==> src/rtl/latch_handshake_reader_pkg.sv <==
// rtl/latch_handshake_reader_pkg.sv - shared types and constants for the latch handshake reader
package latch_handshake_reader_pkg;

    typedef enum logic {
        IDLE  = 1'b0,
        ACKED = 1'b1
    } state_t;

    localparam int SYNC_STAGES_DEFAULT = 2;
    localparam int SYNC_STAGES_MIN     = 2;

endpackage

==> src/rtl/latch_handshake_reader_bit_synchronizer.sv <==
// rtl/latch_handshake_reader_bit_synchronizer.sv - multi-flop single-bit clock-domain synchronizer
module bit_synchronizer #(
    parameter int STAGES = 2
) (
    input  logic clk,
    input  logic rst,
    input  logic d,
    output logic q
);

    logic [STAGES-1:0] chain;

    // shift the asynchronous bit through the flop chain; oldest sample exits at the top
    always_ff @(posedge clk or posedge rst) begin
        if (rst) begin
            chain <= '0;
        end else begin
            chain <= {chain[STAGES-2:0], d};
        end
    end

    assign q = chain[STAGES-1];

endmodule

==> src/rtl/latch_handshake_reader.sv <==
// rtl/latch_handshake_reader.sv - clocked receiver for a latch-held 4-phase req/ack writer
module latch_handshake_reader
    import latch_handshake_reader_pkg::*;
#(
    parameter int WIDTH       = 8,
    parameter int SYNC_STAGES = SYNC_STAGES_DEFAULT,
    parameter int CNT_WIDTH   = 16
) (
    input  logic                 clk,
    input  logic                 rst,
    input  logic                 req_async,
    input  logic [WIDTH-1:0]     data_async,
    output logic                 ack,
    output logic                 out_valid,
    input  logic                 out_ready,
    output logic [WIDTH-1:0]     out_data,
    output logic [CNT_WIDTH-1:0] word_count
);

    state_t state;
    state_t state_next;
    logic   req_s;
    logic   slot_free;
    logic   capture;
    logic   ack_next;

    // only the synchronized copy of the request is ever used by logic
    bit_synchronizer #(
        .STAGES (SYNC_STAGES)
    ) u_req_sync (
        .clk (clk),
        .rst (rst),
        .d   (req_async),
        .q   (req_s)
    );

    // a new word may land when the slot is empty or is being drained this cycle
    assign slot_free = !out_valid || out_ready;

    // state register
    always_ff @(posedge clk or posedge rst) begin
        if (rst) begin
            state <= IDLE;
        end else begin
            state <= state_next;
        end
    end

    // next state, capture strobe and ack level; backpressure holds the writer in IDLE
    always_comb begin
        state_next = state;
        capture    = 1'b0;
        ack_next   = ack;
        case (state)
            IDLE: begin
                ack_next = 1'b0;
                if (req_s && slot_free) begin
                    capture    = 1'b1;
                    ack_next   = 1'b1;
                    state_next = ACKED;
                end
            end
            ACKED: begin
                ack_next = 1'b1;
                if (!req_s) begin
                    ack_next   = 1'b0;
                    state_next = IDLE;
                end
            end
            default: begin
                state_next = IDLE;
                ack_next   = 1'b0;
            end
        endcase
    end

    // registered acknowledge back to the writer
    always_ff @(posedge clk or posedge rst) begin
        if (rst) begin
            ack <= 1'b0;
        end else begin
            ack <= ack_next;
        end
    end

    // capture register: latched data is sampled only in the capture cycle
    always_ff @(posedge clk or posedge rst) begin
        if (rst) begin
            out_data <= '0;
        end else if (capture) begin
            out_data <= data_async;
        end
    end

    // valid tracking; capture wins over consume so back-to-back words have no bubble
    always_ff @(posedge clk or posedge rst) begin
        if (rst) begin
            out_valid <= 1'b0;
        end else if (capture) begin
            out_valid <= 1'b1;
        end else if (out_valid && out_ready) begin
            out_valid <= 1'b0;
        end
    end

    // free-running count of captured words, wraps silently
    always_ff @(posedge clk or posedge rst) begin
        if (rst) begin
            word_count <= '0;
        end else if (capture) begin
            word_count <= word_count + CNT_WIDTH'(1);
        end
    end

endmodule

==> config.mk <==
export PLATFORM = sky130hd
export DESIGN_NAME = latch_handshake_reader
export DESIGN_NICKNAME = d
export VERILOG_FILES = /design/src/rtl/latch_handshake_reader_pkg.sv /design/src/rtl/latch_handshake_reader_bit_synchronizer.sv /design/src/rtl/latch_handshake_reader.sv
export SDC_FILE = /design/constraint.sdc
export NUM_CORES = 1
export LEC_CHECK = 0
export ABC_AREA = 0
export CAP_MARGIN = 20
export CORE_UTILIZATION = 48
export CTS_CLUSTER_SIZE = 40
export DETAILED_ROUTE_END_ITERATION = 7
export PLACE_DENSITY = 0.83
export SYNTH_ARGS = -nofsm -noshare
export SYNTH_HDL_FRONTEND = slang
export SYNTH_SLANG_ARGS = --single-unit
==> constraint.sdc <==
create_clock -name clk -period 3.9 [get_ports clk]
set_clock_uncertainty 0.15 [all_clocks]
set_input_delay 0.78 -clock clk [delete_from_list [all_inputs] [get_ports clk]]
set_output_delay 0.78 -clock clk [all_outputs]
set_load 0.02 [all_outputs]
==> impl_metrics.json <==
{
  "startpoint_type": "input port",
  "cts_tree": "yes",
  "fin_tns_setup_ns": 0,
  "p_seq_share_pct": 49.0,
  "synth_area_per_cell_um2": 13.8,
  "grt_usage_pct": 19.4,
  "hold_viol_final": 0,
  "postLayoutCellArea_um2": 1610,
  "clock-sinks": 28,
  "routed_wl_um": 2270,
  "p_comb_share_pct": 32.8,
  "syn_nets": 97,
  "grt-ovfl-total": 0,
  "ys_ff_latch": 28,
  "ys_seq_area_share_pct": 60.5,
  "rows": 17,
  "htree_levels": 1,
  "cp_max_fo": 11,
  "rsz0062_at_grt": "false",
  "slew_viol_final": 0,
  "start_util_pct": 51.8,
  "fill_cells": 164,
  "dieArea_um2": 2610,
  "coreArea_um2": 2230,
  "cts-resized-gates": 0,
  "drive_gt1_share_pct": 13.7,
  "hold_path_class": "reg2reg",
  "power_switching_uw": 258,
  "numCtsBuffers": 3,
  "peakVddDrop_mv": 0.455,
  "clk_pin_slew_worst_paths_ns": 0.15,
  "max_slew.worst_pin.slew_ns": 0.875,
  "p_int_uw": 534,
  "port_buffers": 37,
  "power.density_nw_per_um2": 493,
  "setup_viol": 0,
  "grt_pass1_wl_um": 3700,
  "ant_nets": 0,
  "fin_total_pwr_uw": 792,
  "synth_cell_types": 20,
  "pwr-share-clk_pct": 18.1,
  "drt_pass1_iterations": 4,
  "endpoint_kind": "flop",
  "grt_max_degree": 29,
  "required_ns": 3.98,
  "first_global_vias": 834,
  "max-slew-margin-rel_pct": 41.4,
  "die_x_um": 51.1,
  "fin_nets": 138,
  "syn-cell-area_um2": 1160,
  "switching_share_pct": 32.6,
  "drtIter0Drc": 12,
  "clock_latency_ns": 0.33,
  "hpwl_um": 1600,
  "place.gp.congestion": 0.758,
  "cts_setup_buffers": 0,
  "antenna_found_initial": 0,
  "remaining_drc_errors": 0,
  "p_leak_uw": 0.000688,
  "clk_path_buf_depth": 2,
  "antennaDiodeCount": 0,
  "areaGrowthSynthToFinish_pct": 38.9,
  "arrival_ns": 2.61,
  "yosys.area.top_type": "dfrtp_1",
  "wire_per_inst_um": 14.9,
  "dieHeight_um": 51.1,
  "dpl_cell_area_um2": 1540,
  "viasPerCell": 5.23,
  "status": "finished, final reports clean",
  "postCtsHoldBufs": 0,
  "critical_path_class": "in2reg",
  "max_cap_viol_count": 0,
  "yosys_warnings": 0,
  "synth_area_leaders": "dfrtp_1 (61%), xnor2_1 (9.8%), mux2_2 (7.8%)",
  "netlist.area_leader.share_pct": 60.5,
  "syn_inst": 84,
  "max_freq_ghz": 0.396,
  "period_minus_slack_ns": 2.53,
  "ioPinCount": 38,
  "via_count": 795,
  "cts_root_buffer": "clkbuf_4",
  "fin_crit_sh_pct": 64.8
}
[Yosys cell counts]
library cell,n
and3_1,3
xnor2_1,13
nand4_2,2
buf_4,1
buf_6,1
nand3_1,7
dfrtp_1,28
mux2_1,1
inv_1,1
mux2_2,8
nand2b_1,2
and2b_1,1
xor2_1,2
nor3_4,2
nor2_1,1
ha_1,1
and4_1,2
nand4_1,1
nand2_1,6
o21a_1,1
[power by group through the flow]
stage / sequential [uW] / combinational [uW] / clock, uW
final: 388 / 260 / 144
after global routing: 399 / 278 / 157
after CTS: 389 / 259 / 146
after detailed placement: 396 / 258 / 0
after global placement: 391 / 252 / 0
after floorplan: 449 / 75.0 / 0
[routing by layer]
metal / GRT usage, % / up-vias / wire, um
met5: 0 / - / 0
met4: 8.80 / 0 / 35
met1: 23.8 / 407 / 916
li1: - / 365 / -
met3: 3.57 / 5 / 81
met2: 33.1 / 18 / 1240
[worst max-delay path: stages]
cell             delay (ns)
clkdlybuf4s50_1        0.47
and2b_1                0.24
nor2_1                 0.70
mux2_2                 0.42
[sequential cells by signal (all words and copies together) (netlist names)]
name / flops
word_count: 16
out_data: 8
u_req_sync.chain: 2
ack: 1
out_valid: 1
[per-stage QoR]
stage,instances,utilization (%),hold slack [ns],worst slack (ns)
detailed placement,147,69.1,0.194,1.00
global route,152,72.0,0.219,1.31
finish,152,72.0,0.212,1.37
CTS,151,70.8,0.225,1.36
floorplan,84,-,0.181,1.96
global placement,147,69.1,0.182,1.08
[placed cells by master, fill, tap and decap left out]
master	Yosys	layout
nand4_2	2	2
o21a_1	1	1
dfrtp_1	28	28
nor3_4	2	2
nand2_1	6	6
nand2b_1	2	2
clkdlybuf4s50_1	0	37
clkbuf_4	0	3
ha_1	1	1
nand4_1	1	1
buf_16	0	1
and4_1	2	2
xnor2_1	13	13
mux2_2	8	8
xor2_1	2	2
inv_1	1	1
clkbuf_8	0	1
and3_1	3	3
nand3_1	7	7
and2b_1	1	1
nor2_1	1	1
mux2_1	1	1
[final cells by class]
type	count	area (um^2)	share of cell area, %
Clock buffer	4	36.3	2.26
Inverter	1	3.75	0.233
Multi-Input combinational cell	53	434	27.0
Tap cell	28	35.0	2.18
Timing Repair Buffer	38	398	24.7
Sequential cell	28	701	43.6
[final timing paths]
check | from | end | slack [ns] | cells past startpoint
max reg2reg | ack$_DFF_PP0_ | out_data[4]$_DFFE_PP0P_ | 1.82 | 3
min in group asynchronous | rst | word_count[10]$_DFFE_PP0P_ | 0.50 | 2
min reg2reg | u_req_sync.chain[0]$_DFF_PP0_ | u_req_sync.chain[1]$_DFF_PP0_ | 0.21 | 0
max | out_ready | out_data[4]$_DFFE_PP0P_ | 1.37 | 4
max in group asynchronous | rst | out_data[2]$_DFFE_PP0P_ | 2.70 | 3
min | u_req_sync.chain[0]$_DFF_PP0_ | u_req_sync.chain[1]$_DFF_PP0_ | 0.21 | 0
[logic make-up after synthesis]
| logic type | after synthesis | share of synthesized area [%] |
|---|---|---|
| AOI/OAI and AO/OA | 1 | 0.649 |
| buffers and inverters | 3 | 1.95 |
| muxes | 9 | 8.76 |
| DFF | 28 | 60.5 |
| adders and majority gates | 1 | 1.08 |
| xor gates and xnor gates | 15 | 11.4 |
| and+or+nand+nor | 27 | 15.7 |
Power figures use the tool's default switching activity.
